$ cat config.mk
export PLATFORM = sky130hd
export DESIGN_NAME = spi_slave_flat
export DESIGN_NICKNAME = d
export VERILOG_FILES = /design/src/rtl/spi_slave_if.sv /design/src/rtl/spi_slave.sv /design/src/flat_wrapper.sv
export SDC_FILE = /design/constraint.sdc
export NUM_CORES = 1
export LEC_CHECK = 0
export BUFFER_PORTS_ARGS = -buffer_cell sky130_fd_sc_hd__buf_2
export CORE_MARGIN = 5
export CORE_UTILIZATION = 45
export CTS_CLUSTER_SIZE = 8
export DETAILED_ROUTE_END_ITERATION = 8
export GPL_TIMING_DRIVEN = 0
export MAX_ROUTING_LAYER = met4
export PLACE_DENSITY = 0.7
export SYNTH_ARGS = -nofsm -noshare
export SYNTH_HDL_FRONTEND = slang
export SYNTH_SLANG_ARGS = --single-unit
$ cat constraint.sdc
create_clock -name clk -period 2.7 [get_ports clk]
set_clock_uncertainty 0.2 [all_clocks]
set_input_delay 0.135 -clock clk [delete_from_list [all_inputs] [get_ports clk]]
set_output_delay 0.135 -clock clk [all_outputs]
set_load 0.005 [all_outputs]
$ cat src/rtl/spi_slave_if.sv
// SPI responder pin and user-side bundle; slave modport faces the spi_slave core.
// frameErr exists only when SPI_SLAVE_FRAME_ERR_EN is defined.
interface spi_slave_if #(
  parameter int unsigned BITS = 16
);
  logic            sck;
  logic            cs;
  logic            sdi;
  logic            sdo;
  logic            sdoEn;
  logic [BITS-1:0] txData;
  logic            txReq;
  logic [BITS-1:0] rxData;
  logic            rxValid;
`ifdef SPI_SLAVE_FRAME_ERR_EN
  logic            frameErr;

  modport master (
    output sck, cs, sdi, txData,
    input  sdo, sdoEn, txReq, rxData, rxValid, frameErr
  );

  modport slave (
    input  sck, cs, sdi, txData,
    output sdo, sdoEn, txReq, rxData, rxValid, frameErr
  );
`else
  modport master (
    output sck, cs, sdi, txData,
    input  sdo, sdoEn, txReq, rxData, rxValid
  );

  modport slave (
    input  sck, cs, sdi, txData,
    output sdo, sdoEn, txReq, rxData, rxValid
  );
`endif
endinterface

$ cat src/rtl/spi_slave.sv
// Oversampling SPI responder: shifts one BITS-wide word per frame in/out, MSB first.
// Define SPI_SLAVE_FRAME_ERR_EN to add the frameErr pulse for aborted partial words.
module spi_slave #(
  parameter int unsigned BITS   = 16,
  parameter logic        SCKINT = 1'b1,
  parameter logic        SPEDGE = 1'b0
) (
  input logic         clk,
  input logic         rst_n,
  spi_slave_if.slave  spi_io
);

  localparam int unsigned CntW = $clog2(BITS + 1);

  typedef enum logic [0:0] {StIdle, StActive} state_e;

  state_e          state_q, state_d;
  logic [2:0]      sck_sync_q, cs_sync_q;  // [0],[1] synchronizer, [2] edge-detect
  logic [1:0]      sdi_sync_q;
  logic [CntW-1:0] bit_cnt_q, bit_cnt_d;
  logic [BITS-1:0] rx_shift_q, rx_shift_d;
  logic [BITS-1:0] tx_shift_q, tx_shift_d;
  logic [BITS-1:0] rx_data_q, rx_data_d;
  logic            skip_q, skip_d;
  logic            sdo_en_q, sdo_en_d;
  logic            sdo_q, sdo_d;
  logic            rx_valid_q, rx_valid_d;
  logic            tx_req_q, tx_req_d;
`ifdef SPI_SLAVE_FRAME_ERR_EN
  logic            frame_err_q, frame_err_d;
`endif

  logic sck_edge, lead_ev, trail_ev, sample_ev, shift_ev, cs_fall, cs_rise, sdi_s;

  always_ff @(posedge clk or negedge rst_n) begin
    if (!rst_n) begin
      sck_sync_q <= {3{SCKINT}};
      cs_sync_q  <= 3'b111;
      sdi_sync_q <= 2'b00;
    end else begin
      sck_sync_q <= {sck_sync_q[1:0], spi_io.sck};
      cs_sync_q  <= {cs_sync_q[1:0], spi_io.cs};
      sdi_sync_q <= {sdi_sync_q[0], spi_io.sdi};
    end
  end

  // sdi_s has the same depth as the synchronized sck, so it lines up with the sck event.
  always_comb begin
    sdi_s     = sdi_sync_q[1];
    sck_edge  = sck_sync_q[1] ^ sck_sync_q[2];
    lead_ev   = sck_edge & (sck_sync_q[1] != SCKINT);
    trail_ev  = sck_edge & (sck_sync_q[1] == SCKINT);
    sample_ev = SPEDGE ? trail_ev : lead_ev;
    shift_ev  = SPEDGE ? lead_ev : trail_ev;
    cs_fall   = cs_sync_q[2] & ~cs_sync_q[1];
    cs_rise   = ~cs_sync_q[2] & cs_sync_q[1];
  end

  always_comb begin
    state_d    = state_q;
    bit_cnt_d  = bit_cnt_q;
    rx_shift_d = rx_shift_q;
    tx_shift_d = tx_shift_q;
    rx_data_d  = rx_data_q;
    skip_d     = skip_q;
    sdo_en_d   = sdo_en_q;
    rx_valid_d = 1'b0;
    tx_req_d   = 1'b0;
`ifdef SPI_SLAVE_FRAME_ERR_EN
    frame_err_d = 1'b0;
`endif
    unique case (state_q)
      StIdle: begin
        if (cs_fall) begin
          tx_shift_d = spi_io.txData;
          tx_req_d   = 1'b1;
          bit_cnt_d  = '0;
          skip_d     = SPEDGE;
          sdo_en_d   = 1'b1;
          state_d    = StActive;
        end
      end
      StActive: begin
        // cs release takes priority over any sck edge seen in the same cycle.
        if (cs_rise) begin
          state_d   = StIdle;
          sdo_en_d  = 1'b0;
          bit_cnt_d = '0;
`ifdef SPI_SLAVE_FRAME_ERR_EN
          frame_err_d = (bit_cnt_q != '0);
`endif
        end else if (sample_ev) begin
          rx_shift_d = {rx_shift_q[BITS-2:0], sdi_s};
          if (bit_cnt_q == CntW'(BITS - 1)) begin
            rx_data_d  = rx_shift_d;
            rx_valid_d = 1'b1;
            bit_cnt_d  = '0;
            tx_shift_d = spi_io.txData;
            tx_req_d   = 1'b1;
            skip_d     = 1'b1;
          end else begin
            bit_cnt_d = bit_cnt_q + 1'b1;
          end
        end else if (shift_ev) begin
          // The freshly loaded MSB is already on sdo, so the first shift edge is a no-op.
          if (skip_q) begin
            skip_d = 1'b0;
          end else begin
            tx_shift_d = {tx_shift_q[BITS-2:0], 1'b0};
          end
        end
      end
      default: state_d = StIdle;
    endcase
    sdo_d = sdo_en_d & tx_shift_d[BITS-1];
  end

  always_ff @(posedge clk or negedge rst_n) begin
    if (!rst_n) begin
      state_q    <= StIdle;
      bit_cnt_q  <= '0;
      rx_shift_q <= '0;
      tx_shift_q <= '0;
      rx_data_q  <= '0;
      skip_q     <= 1'b0;
      sdo_en_q   <= 1'b0;
      sdo_q      <= 1'b0;
      rx_valid_q <= 1'b0;
      tx_req_q   <= 1'b0;
`ifdef SPI_SLAVE_FRAME_ERR_EN
      frame_err_q <= 1'b0;
`endif
    end else begin
      state_q    <= state_d;
      bit_cnt_q  <= bit_cnt_d;
      rx_shift_q <= rx_shift_d;
      tx_shift_q <= tx_shift_d;
      rx_data_q  <= rx_data_d;
      skip_q     <= skip_d;
      sdo_en_q   <= sdo_en_d;
      sdo_q      <= sdo_d;
      rx_valid_q <= rx_valid_d;
      tx_req_q   <= tx_req_d;
`ifdef SPI_SLAVE_FRAME_ERR_EN
      frame_err_q <= frame_err_d;
`endif
    end
  end

  assign spi_io.sdo     = sdo_q;
  assign spi_io.sdoEn   = sdo_en_q;
  assign spi_io.txReq   = tx_req_q;
  assign spi_io.rxData  = rx_data_q;
  assign spi_io.rxValid = rx_valid_q;
`ifdef SPI_SLAVE_FRAME_ERR_EN
  assign spi_io.frameErr = frame_err_q;
`endif

endmodule

$ cat src/flat_wrapper.sv
// flat-port wrapper written by rule: the top's interface ports become plain ports
module spi_slave_flat 
#(
  parameter int unsigned BITS   = 16,
  parameter logic        SCKINT = 1'b1,
  parameter logic        SPEDGE = 1'b0
)
  (clk, rst_n, spi_io_sck, spi_io_cs, spi_io_sdi, spi_io_txData, spi_io_sdo, spi_io_sdoEn, spi_io_txReq, spi_io_rxData, spi_io_rxValid);
  spi_slave_if #(.BITS(BITS)) spi_io_i ();
  input logic clk;
  input logic rst_n;
  input wire logic [$bits(spi_io_i.sck)-1:0] spi_io_sck;
  input wire logic [$bits(spi_io_i.cs)-1:0] spi_io_cs;
  input wire logic [$bits(spi_io_i.sdi)-1:0] spi_io_sdi;
  input wire logic [$bits(spi_io_i.txData)-1:0] spi_io_txData;
  output wire logic [$bits(spi_io_i.sdo)-1:0] spi_io_sdo;
  output wire logic [$bits(spi_io_i.sdoEn)-1:0] spi_io_sdoEn;
  output wire logic [$bits(spi_io_i.txReq)-1:0] spi_io_txReq;
  output wire logic [$bits(spi_io_i.rxData)-1:0] spi_io_rxData;
  output wire logic [$bits(spi_io_i.rxValid)-1:0] spi_io_rxValid;
  assign spi_io_i.sck = spi_io_sck;
  assign spi_io_i.cs = spi_io_cs;
  assign spi_io_i.sdi = spi_io_sdi;
  assign spi_io_i.txData = spi_io_txData;
  assign spi_io_sdo = spi_io_i.sdo;
  assign spi_io_sdoEn = spi_io_i.sdoEn;
  assign spi_io_txReq = spi_io_i.txReq;
  assign spi_io_rxData = spi_io_i.rxData;
  assign spi_io_rxValid = spi_io_i.rxValid;
  spi_slave #(.BITS(BITS), .SCKINT(SCKINT), .SPEDGE(SPEDGE)) u_core (.clk(clk), .rst_n(rst_n), .spi_io(spi_io_i));
endmodule
==> summary.md, run 1 <==
| Metric | Value |
|---|---|
| Status | finished, final reports clean |
| Worst Setup Path Type | flip-flop to flip-flop |
| Overall Global Routing Usage | 16.33% |
| WP data required | 2.77 ns |
| Cell Area, Placed | 3033 um^2 |
| Share of post-route cells with drive strength above 1 | 32.78% |
| Worst Path Max Fanout | 10 |
| Largest net degree at the start of global routing | 67 |
| CTS tree | yes |
| Row count | 28 |
| Starting density of the core | 46.22% |
| Avg Inst Size Synth | 12.27 um^2 |
| Slew Limit Fails | 0 |
| Mapped Area | 2736 um^2 |
| #FFs+latches synth | 66 |
| Leak | 1.749 nW |
| Clk slew on worst S/H paths | 0.07 ns |
| IO Pins | 41 |
| DRT iter0 DRCs | 77 |
| Initial antenna violation count | 0 |
| Clk pwr share | 38.3% |
| Max Cap Viol | 0 |
| # nets final | 318 |
| PD cells | 684.2 nW/um^2 |
| Final hold vios | 0 |
| M1 GR Usage | 21.81% |
| Final setup margin | 0.2019 ns |
| Setup TNS | 0 ns |
| Die area | 7740 um^2 |
| Post-route design area | 3452 um^2 |
| Largest area contributor in the netlist | dfrtp_1 |
| Slowest cell on crit path | dfstp_2 |
| Combinational power share | 11.6% |
| Internal power | 1.810 mW |
| Commonest non-fill, non-tap cell in the layout | dfrtp_1 |
| Fmax | 400.3 MHz |
| Area grow syn2layout | 26.15% |
| Worst VDD drop | 0.3565 mV |
| Max Buffers Root-to-Sink | 2 |
| Net Count, Synth | 247 |
| Root Driver | clkbuf_8 |
| Die width | 87.98 um |
| EDFF count, synth | 0 |
| Period utilisation layout | 92.52% |
| Via count | 1870 |
| Cell Chain, Critical Path | inv_1, ha_1, nor3b_1, nor4b_4, clkbuf_1, and2_1, a221o_1 |
| CP Data Arrival Time | 2.57 ns |
| Place WS | 0.2218 ns |
| GR Util met3 | 3.669% |
| # setup viols final | 0 |
| CP Capture Type | flip-flop |
| Top-area cell type share of the netlist area | 54.87% |
| Synth async-reset ratio | 100.0% |
| Global-route wire length before repair | 9446 um |
| Largest stage delay, worst path | 0.55 ns |
| Post-synth cell types | 44 |
| Remaining DRCs | 0 |
| Crit path launch type | flip-flop |
| RSZ-0062 raised after global routing | false |
| Least-Margin Pin Slew | 0.8036 ns |
| H-tree levels | 3 |
| Wire per inst | 14.13 um |
| Post-DP HPWL | 3473 um |
| GPL Wtd Cong | 0.7903 |
| Sequential fraction of the synthesis area | 60.63% |
| Worst min path class | flip-flop to flip-flop |
| ANT nets after route | 0 |
| Grt ovf | 0 |
| Die height | 87.98 um |
| Antenna cell count | 0 |
| Highest-count cells in the layout ignoring fill and taps | dfrtp_1, nand2_1, buf_2, dlygate4sd3_1, mux2_2 |
| Max-slew headroom | 46.43% |
| Number of global-route vias before repair | 1931 |
| Tmin final | 2.498 ns |
| DR vias/cell | 5.000 |
| Met2 Track Usage GR | 24.11% |
| Synth top area cells | dfrtp_1, nand2_1, mux2_2 |
| Mapped Cells | 223 |
| Dominant synthesized flop cell | dfrtp_1 |
| DR pass1 iterations | 4 |
| Clock Sinks | 66 |
| Sw Ratio | 23.38% |
| DRT Wirelength | 5284 um |
| Post-CTS sizing | 0 |
| Grt peak-use layer | met2 |
| Port bufs | 40 |
| Number of synthesis warnings | 0 |
| Core area | 5921 um^2 |
| Overall power | 2.362 mW |
| Num CTS Buffers | 9 |
| P_sw | 0.5523 mW |
| Clk_lat worst skew | 0.33 ns |
| Sequential share of power | 50.2% |
## metrics by stage
stage | instances | hold WS, ns | utilization [%]
floorplan | 223 | -0.3606 | -
finish | 374 | 0.1583 | 58.31
CTS | 374 | 0.1606 | 58.31
global route | 374 | 0.1684 | 58.31
global placement | 338 | 0.03983 | 51.18
detailed placement | 338 | 0.04118 | 51.23
## power by group through the flow
stage	logic (mW)	registers [mW]	clock network, mW
2_1_floorplan	0.181	1.18	0
3_3_place_gp	0.245	1.20	0
3_5_place_dp	0.254	1.20	0
4_1_cts	0.278	1.18	0.929
5_1_grt	0.303	1.20	0.986
6_report	0.274	1.18	0.904
## state kept, by name, indices dropped and copies added, names as in the netlist
| signal | cells |
|---|---|
| u_core.skip_q | 1 |
| u_core.spi_io.sdoEn | 1 |
| u_core.tx_shift_q | 16 |
| u_core.sck_sync_q | 3 |
| u_core.bit_cnt_q | 5 |
| u_core.spi_io.sdo | 1 |
| u_core.rx_shift_q | 15 |
| u_core.state_q | 1 |
| u_core.cs_sync_q | 3 |
| u_core.sdi_sync_q | 2 |
| u_core.spi_io.rxValid | 1 |
| u_core.spi_io.txReq | 1 |
| u_core.spi_io.rxData | 16 |
## final cells by class
class	count	area [um^2]
Fill cell	495	2469
Sequential cell	66	1659
Multi-Input combinational cell	143	987.2
Timing Repair Buffer	60	402.9
Clock buffer	11	141.4
Tap cell	75	93.84
Clock inverter	5	77.57
Buffer	10	75.07
Inverter	4	15.01
## critical path, delay by kind of cell (launching register included)
family                     cells  cell delay (ns)
buffers and inverters          2             0.37
adders and majority gates      1             0.25
AOI/OAI and AO/OA              1             0.12
DFF                            1             0.55
and+or+nand+nor                3             0.96
## synth_stat cells, types with 4 or more instances
master   count
a21oi_1      4
and2_1      14
buf_6        4
a221o_2      5
mux2_2      15
dfstp_2      6
nand2_1     54
dfrtp_1     60
a221o_1      9
o21ai_0      5
## what timing repair did
action | 4_1_cts | 5_1_grt
endpoints found under the hold margin | 79 | 0
hold buffers | 20 | 0
setup buffers | 0 | 0
## path summary, 6_finish.rpt
check	startpoint	endpoint	slack (ns)	cells after the start
max	u_core.sck_sync_q[1]$_DFF_PN1_	u_core.tx_shift_q[6]$_DFFE_PN0P_	0.20	7
min	u_core.sck_sync_q[0]$_DFF_PN1_	u_core.sck_sync_q[1]$_DFF_PN1_	0.16	0
max reg2reg	u_core.sck_sync_q[1]$_DFF_PN1_	u_core.tx_shift_q[6]$_DFFE_PN0P_	0.20	7
min reg2reg	u_core.sck_sync_q[0]$_DFF_PN1_	u_core.sck_sync_q[1]$_DFF_PN1_	0.16	0
max in group asynchronous	rst_n	u_core.spi_io.sdo$_DFF_PN0_	1.53	2
min in group asynchronous	rst_n	u_core.spi_io.rxData[10]$_DFFE_PN0P_	0.24	2
## cells by family after synthesis
kind of cell	share of synthesized area, %
adders and majority gates	1.372
DFF	60.63
AOI/OAI and AO/OA	11.66
buffers and inverters	3.292
and+or+nand+nor	16.51
muxes	6.539
## routing by layer
metal,part of all wire [%],routed length [um]
met1,48,2510
met2,48,2549
met3,2.7,143
met4,1.5,80
met5,0,0
No activity file was read; power rests on OpenSTA's default activity.
==> inputs of run 2 (changes only) <==
--- a/config.mk
+++ b/config.mk
@@ -5,7 +5,7 @@
 export SDC_FILE = /design/constraint.sdc
 export NUM_CORES = 1
 export LEC_CHECK = 0
-export BUFFER_PORTS_ARGS = -buffer_cell sky130_fd_sc_hd__buf_2
+export BUFFER_PORTS_ARGS = -buffer_cell sky130_fd_sc_hd__clkbuf_2
 export CORE_MARGIN = 5
 export CORE_UTILIZATION = 45
 export CTS_CLUSTER_SIZE = 8
==> summary.md, run 2 (synthesized netlist as in run 1, its figures left out) <==
| Metric | Value |
|---|---|
| Slew Limit Fails | 0 |
| Clk_lat worst skew | 0.34 ns |
| Period utilisation layout | 90.23% |
| Port bufs | 40 |
| Die area | 7740 um^2 |
| Worst Path Max Fanout | 10 |
| DR pass1 iterations | 4 |
| # nets final | 318 |
| Setup TNS | 0 ns |
| Die height | 87.98 um |
| Commonest non-fill, non-tap cell in the layout | dfrtp_1 |
| Clock Sinks | 66 |
| Number of global-route vias before repair | 1918 |
| Final hold vios | 0 |
| Initial antenna violation count | 0 |
| IO Pins | 41 |
| WP data required | 2.72 ns |
| CP Data Arrival Time | 2.46 ns |
| DRT Wirelength | 5448 um |
| Via count | 1878 |
| Leak | 1.724 nW |
| Overall Global Routing Usage | 16.04% |
| Post-DP HPWL | 3473 um |
| Worst min path class | flip-flop to flip-flop |
| Fmax | 410.5 MHz |
| Die width | 87.98 um |
| ANT nets after route | 0 |
| H-tree levels | 3 |
| Area grow syn2layout | 24.69% |
| # setup viols final | 0 |
| Grt ovf | 0 |
| DR vias/cell | 5.021 |
| CP Capture Type | flip-flop |
| Num CTS Buffers | 9 |
| Overall power | 2.191 mW |
| Global-route wire length before repair | 9121 um |
| Max Cap Viol | 0 |
| Core area | 5921 um^2 |
| Core Util, Final | 57.63% |
| Fin cells | 374 |
| Highest-count cells in the layout ignoring fill and taps | dfrtp_1, nand2_1, clkbuf_2, dlygate4sd3_1, mux2_2 |
| CTS tree | yes |
| Starting density of the core | 46.22% |
| Max Buffers Root-to-Sink | 2 |
| Fill count | 496 |
| Root Driver | clkbuf_8 |
| Antenna cell count | 0 |
| Clk slew on worst S/H paths | 0.07 ns |
| Status | finished, final reports clean |
| PD cells | 642.2 nW/um^2 |
| Tmin final | 2.436 ns |
| Worst VDD drop | 0.3780 mV |
| Placed Cells | 338 |
| Largest net degree at the start of global routing | 67 |
| GPL Wtd Cong | 0.7963 |
| Wire per inst | 14.57 um |
| Worst Setup Path Type | flip-flop to flip-flop |
| Max-slew headroom | 41.79% |
| Share of post-route cells with drive strength above 1 | 32.78% |
| Least-Margin Pin Slew | 0.8731 ns |
| Row count | 28 |
| Remaining DRCs | 0 |
| RSZ-0062 raised after global routing | false |
| Crit path launch type | flip-flop |
| DRT iter0 DRCs | 101 |
run 2: routing by layer:
layer,global-route usage [%],wire length [um],vias to the layer above,part of all wire [%]
met5,-,0,-,0
met4,9.205,110,0,2.0
met3,2.258,146,9,2.7
met2,24.38,2700,31,50
met1,20.51,2491,911,46
li1,-,-,927,-
run 2: final cells by class:
type	instances	area, um^2	share of cell area [%]
Buffer	10	75.07	2.200
Clock buffer	13	158.9	4.657
Clock inverter	3	15.01	0.4400
Inverter	4	15.01	0.4400
Multi-Input combinational cell	143	992.2	29.08
Sequential cell	66	1659	48.62
Tap cell	75	93.84	2.750
Timing Repair Buffer	60	402.9	11.81
run 2: path summary, 6_finish.rpt:
check,startpoint,to,slack (ns),cells past startpoint
worst max-delay path,u_core.sck_sync_q[1]$_DFF_PN1_,u_core.tx_shift_q[9]$_DFFE_PN0P_,0.26,7
worst min-delay path,u_core.sck_sync_q[0]$_DFF_PN1_,u_core.sck_sync_q[1]$_DFF_PN1_,0.15,0
worst max register to register,u_core.sck_sync_q[1]$_DFF_PN1_,u_core.tx_shift_q[9]$_DFFE_PN0P_,0.26,7
worst min register to register,u_core.sck_sync_q[0]$_DFF_PN1_,u_core.sck_sync_q[1]$_DFF_PN1_,0.15,0
max in group asynchronous,rst_n,u_core.spi_io.rxData[7]$_DFFE_PN0P_,1.46,2
min in group asynchronous,rst_n,u_core.spi_io.rxData[10]$_DFFE_PN0P_,0.29,2
run 2: per-stage QoR:
step	hold WS [ns]	setup WS, ns	cell area, um^2
6_report	0.1506	0.2639	3412
5_1_grt	0.1592	0.1517	3412
4_1_cts	0.1542	0.2193	3407
3_5_place_dp	0.02675	0.2570	3033
3_3_place_gp	0.02245	0.2824	3030
2_1_floorplan	-0.3606	0.4258	2736
run 2: repair_timing:
| action | in CTS | in global routing |
|---|---|---|
| hold buffers | 20 | 0 |
| buffers inserted | 0 | 0 |
| gates resized for setup | 0 | 1 |
| endpoints found under the setup margin | 0 | 1 |
| endpoints found under the hold margin | 80 | 0 |
run 2: where the power goes:
| group | switching, mW | internal (mW) | total (mW) |
|---|---|---|---|
| registers | 0.0750 | 1.11 | 1.19 |
| logic | 0.117 | 0.157 | 0.274 |
| clock network | 0.352 | 0.379 | 0.731 |
| total | 0.544 | 1.65 | 2.19 |
run 2: worst max-delay path, stage by stage (launching register included):
cell and delay [ns]:
dfstp_2 0.55, inv_1 0.05, ha_1 0.37, or2b_1 0.30, o31ai_4 0.23, o21ai_2 0.15, buf_6 0.17, a221o_1 0.29
==> inputs of run 3 (changes only) <==
--- a/config.mk
+++ b/config.mk
@@ -13,6 +13,7 @@
 export GPL_TIMING_DRIVEN = 0
 export MAX_ROUTING_LAYER = met4
 export PLACE_DENSITY = 0.7
+export SETUP_SLACK_MARGIN = 0.4
 export SYNTH_ARGS = -nofsm -noshare
 export SYNTH_HDL_FRONTEND = slang
 export SYNTH_SLANG_ARGS = --single-unit
==> summary.md, run 3 (synthesized netlist as in run 1, its figures left out) <==
| Metric | Value |
|---|---|
| PD cells | 633.1 nW/um^2 |
| Clk slew on worst S/H paths | 0.07 ns |
| Worst reg2reg endpoint | u_core.tx_shift_q[9]$_DFFE_PN0P_ |
| R2r startpoint | u_core.sck_sync_q[1]$_DFF_PN1_ |
| Wire per inst | 14.65 um |
| Hold_sp | u_core.sck_sync_q[0]$_DFF_PN1_ |
| Die height | 87.98 um |
| Flop-to-flop setup slack | 0.44 ns |
| Setup TNS | 0 ns |
| Worst Path Max Fanout | 7 |
| Antenna cell count | 0 |
| Highest-count cells in the layout ignoring fill and taps | dfrtp_1, nand2_1, clkbuf_2, dlygate4sd3_1, mux2_2 |
| CP Capture Type | flip-flop |
| # setup viols final | 0 |
| H-tree levels | 3 |
| Max Buffers Root-to-Sink | 2 |
| Core area | 5921 um^2 |
| Grt ovf | 0 |
| CP Data Arrival Time | 2.27 ns |
| Root Driver | clkbuf_8 |
| Hold depth | 0 |
| Starting density of the core | 46.22% |
| Max-slew headroom | 42.35% |
| Period utilisation layout | 83.58% |
| Num CTS Buffers | 9 |
| Sequential share of power | 53.8% |
| Worst Setup Path Type | flip-flop to flip-flop |
| Leak | 1.750 nW |
| Clk pwr share | 33.0% |
| WP data required | 2.72 ns |
| Clk_lat worst skew | 0.33 ns |
| Row count | 28 |
| Worst min path class | flip-flop to flip-flop |
| DR vias/cell | 5.040 |
| Commonest non-fill, non-tap cell in the layout | dfrtp_1 |
| Via count | 1910 |
| Fmax | 443.1 MHz |
| Crit path launch type | flip-flop |
| CTS tree | yes |
| Sw Ratio | 24.82% |
| Worst Hold Endpoint | u_core.sck_sync_q[1]$_DFF_PN1_ |
| Initial antenna violation count | 0 |
| Remaining DRCs | 0 |
| DRT Wirelength | 5553 um |
| Cell Chain, Critical Path | inv_2, ha_4, or2b_1, o31ai_4, o21ai_4, buf_6, a221o_1 |
| Worst r2r path cells | 7 |
| Final hold vios | 0 |
| Port bufs | 40 |
| Tmin final | 2.257 ns |
| # nets final | 323 |
| IO Pins | 41 |
| Die area | 7740 um^2 |
| DR pass1 iterations | 4 |
| Overall Global Routing Usage | 16.24% |
| DRT iter0 DRCs | 124 |
| Combinational power share | 13.2% |
| Post-route design area | 3488 um^2 |
| RSZ-0062 raised after global routing | true |
| GPL Wtd Cong | 0.7963 |
| Die width | 87.98 um |
| Largest net degree at the start of global routing | 67 |
| Slew Limit Fails | 0 |
| Number of global-route vias before repair | 1943 |
| CP bufs+invs | 2 |
| Internal power | 1.660 mW |
| Worst VDD drop | 0.3791 mV |
| Post-DP HPWL | 3473 um |
| ANT nets after route | 0 |
| Least-Margin Pin Slew | 0.8647 ns |
| Area grow syn2layout | 27.48% |
| Cell Area, Placed | 3033 um^2 |
| Overall power | 2.208 mW |
| Slowest cell on crit path | dfstp_2 |
| Clock Sinks | 66 |
| Largest stage delay, worst path | 0.54 ns |
| Global-route wire length before repair | 9225 um |
| Status | finished, final reports clean |
| Max Cap Viol | 0 |
| Share of post-route cells with drive strength above 1 | 35.20% |
| CP Launch Point | u_core.sck_sync_q[1]$_DFF_PN1_ |
| Crit-path leading delay family | compound AO/OA/AOI/OAI gates |
| P_sw | 0.5481 mW |
-- run 3: final cells by class --
type / count / area (um^2)
well taps: 75 / 93.84
repair buffers: 65 / 444.2
multi-input cells: 143 / 1020
fillers: 482 / 2432
flip-flops and latches: 66 / 1659
clock buffers: 13 / 158.9
plain buffers: 10 / 78.83
clock inverters: 3 / 15.01
inverters: 4 / 18.77
-- run 3: metal layers --
| metal | vias to the layer above | GRT usage (%) | wire (um) |
|---|---|---|---|
| met5 | - | - | 0 |
| met4 | 0 | 9.344 | 81 |
| met3 | 7 | 2.258 | 181 |
| met2 | 43 | 24.79 | 2757 |
| met1 | 924 | 20.69 | 2533 |
| li1 | 936 | - | - |
-- run 3: metrics by stage --
stage / hold WS [ns] / instances / util, % / worst slack [ns]
2_1_floorplan: -0.3606 / 223 / - / 0.4258
3_3_place_gp: 0.02245 / 338 / 51.18 / 0.2824
3_5_place_dp: 0.02675 / 338 / 51.23 / 0.2570
4_1_cts: 0.1542 / 377 / 58.41 / 0.4027
5_1_grt: 0.1592 / 379 / 58.92 / 0.3657
6_report: 0.1506 / 379 / 58.92 / 0.4434
-- run 3: what timing repair did --
action	in CTS	in global routing
cloned	1	0
hold buffers	20	0
resized for setup	6	7
setup endpoints to repair	15	20
pin swaps	2	2
hold endpoints to repair	80	0
setup buffers	2	2
-- run 3: worst max path at each step --
stage | end | slack (ns) | cells past startpoint
global placement | u_core.tx_shift_q[6]$_DFFE_PN0P_ | 0.28 | 7
detailed placement | u_core.tx_shift_q[8]$_DFFE_PN0P_ | 0.26 | 7
floorplan | u_core.tx_shift_q[10]$_DFFE_PN0P_ | 0.43 | 7
global route | u_core.tx_shift_q[4]$_DFFE_PN0P_ | 0.37 | 7
finish | u_core.tx_shift_q[9]$_DFFE_PN0P_ | 0.44 | 7
CTS | u_core.tx_shift_q[9]$_DFFE_PN0P_ | 0.40 | 7
-- run 3: power groups by stage --
stage	combinational (mW)	clock [mW]	sequential [mW]
detailed placement	0.253	0	1.20
floorplan	0.181	0	1.18
global placement	0.245	0	1.20
finish	0.293	0.728	1.19
global route	0.324	0.796	1.20
CTS	0.292	0.759	1.19
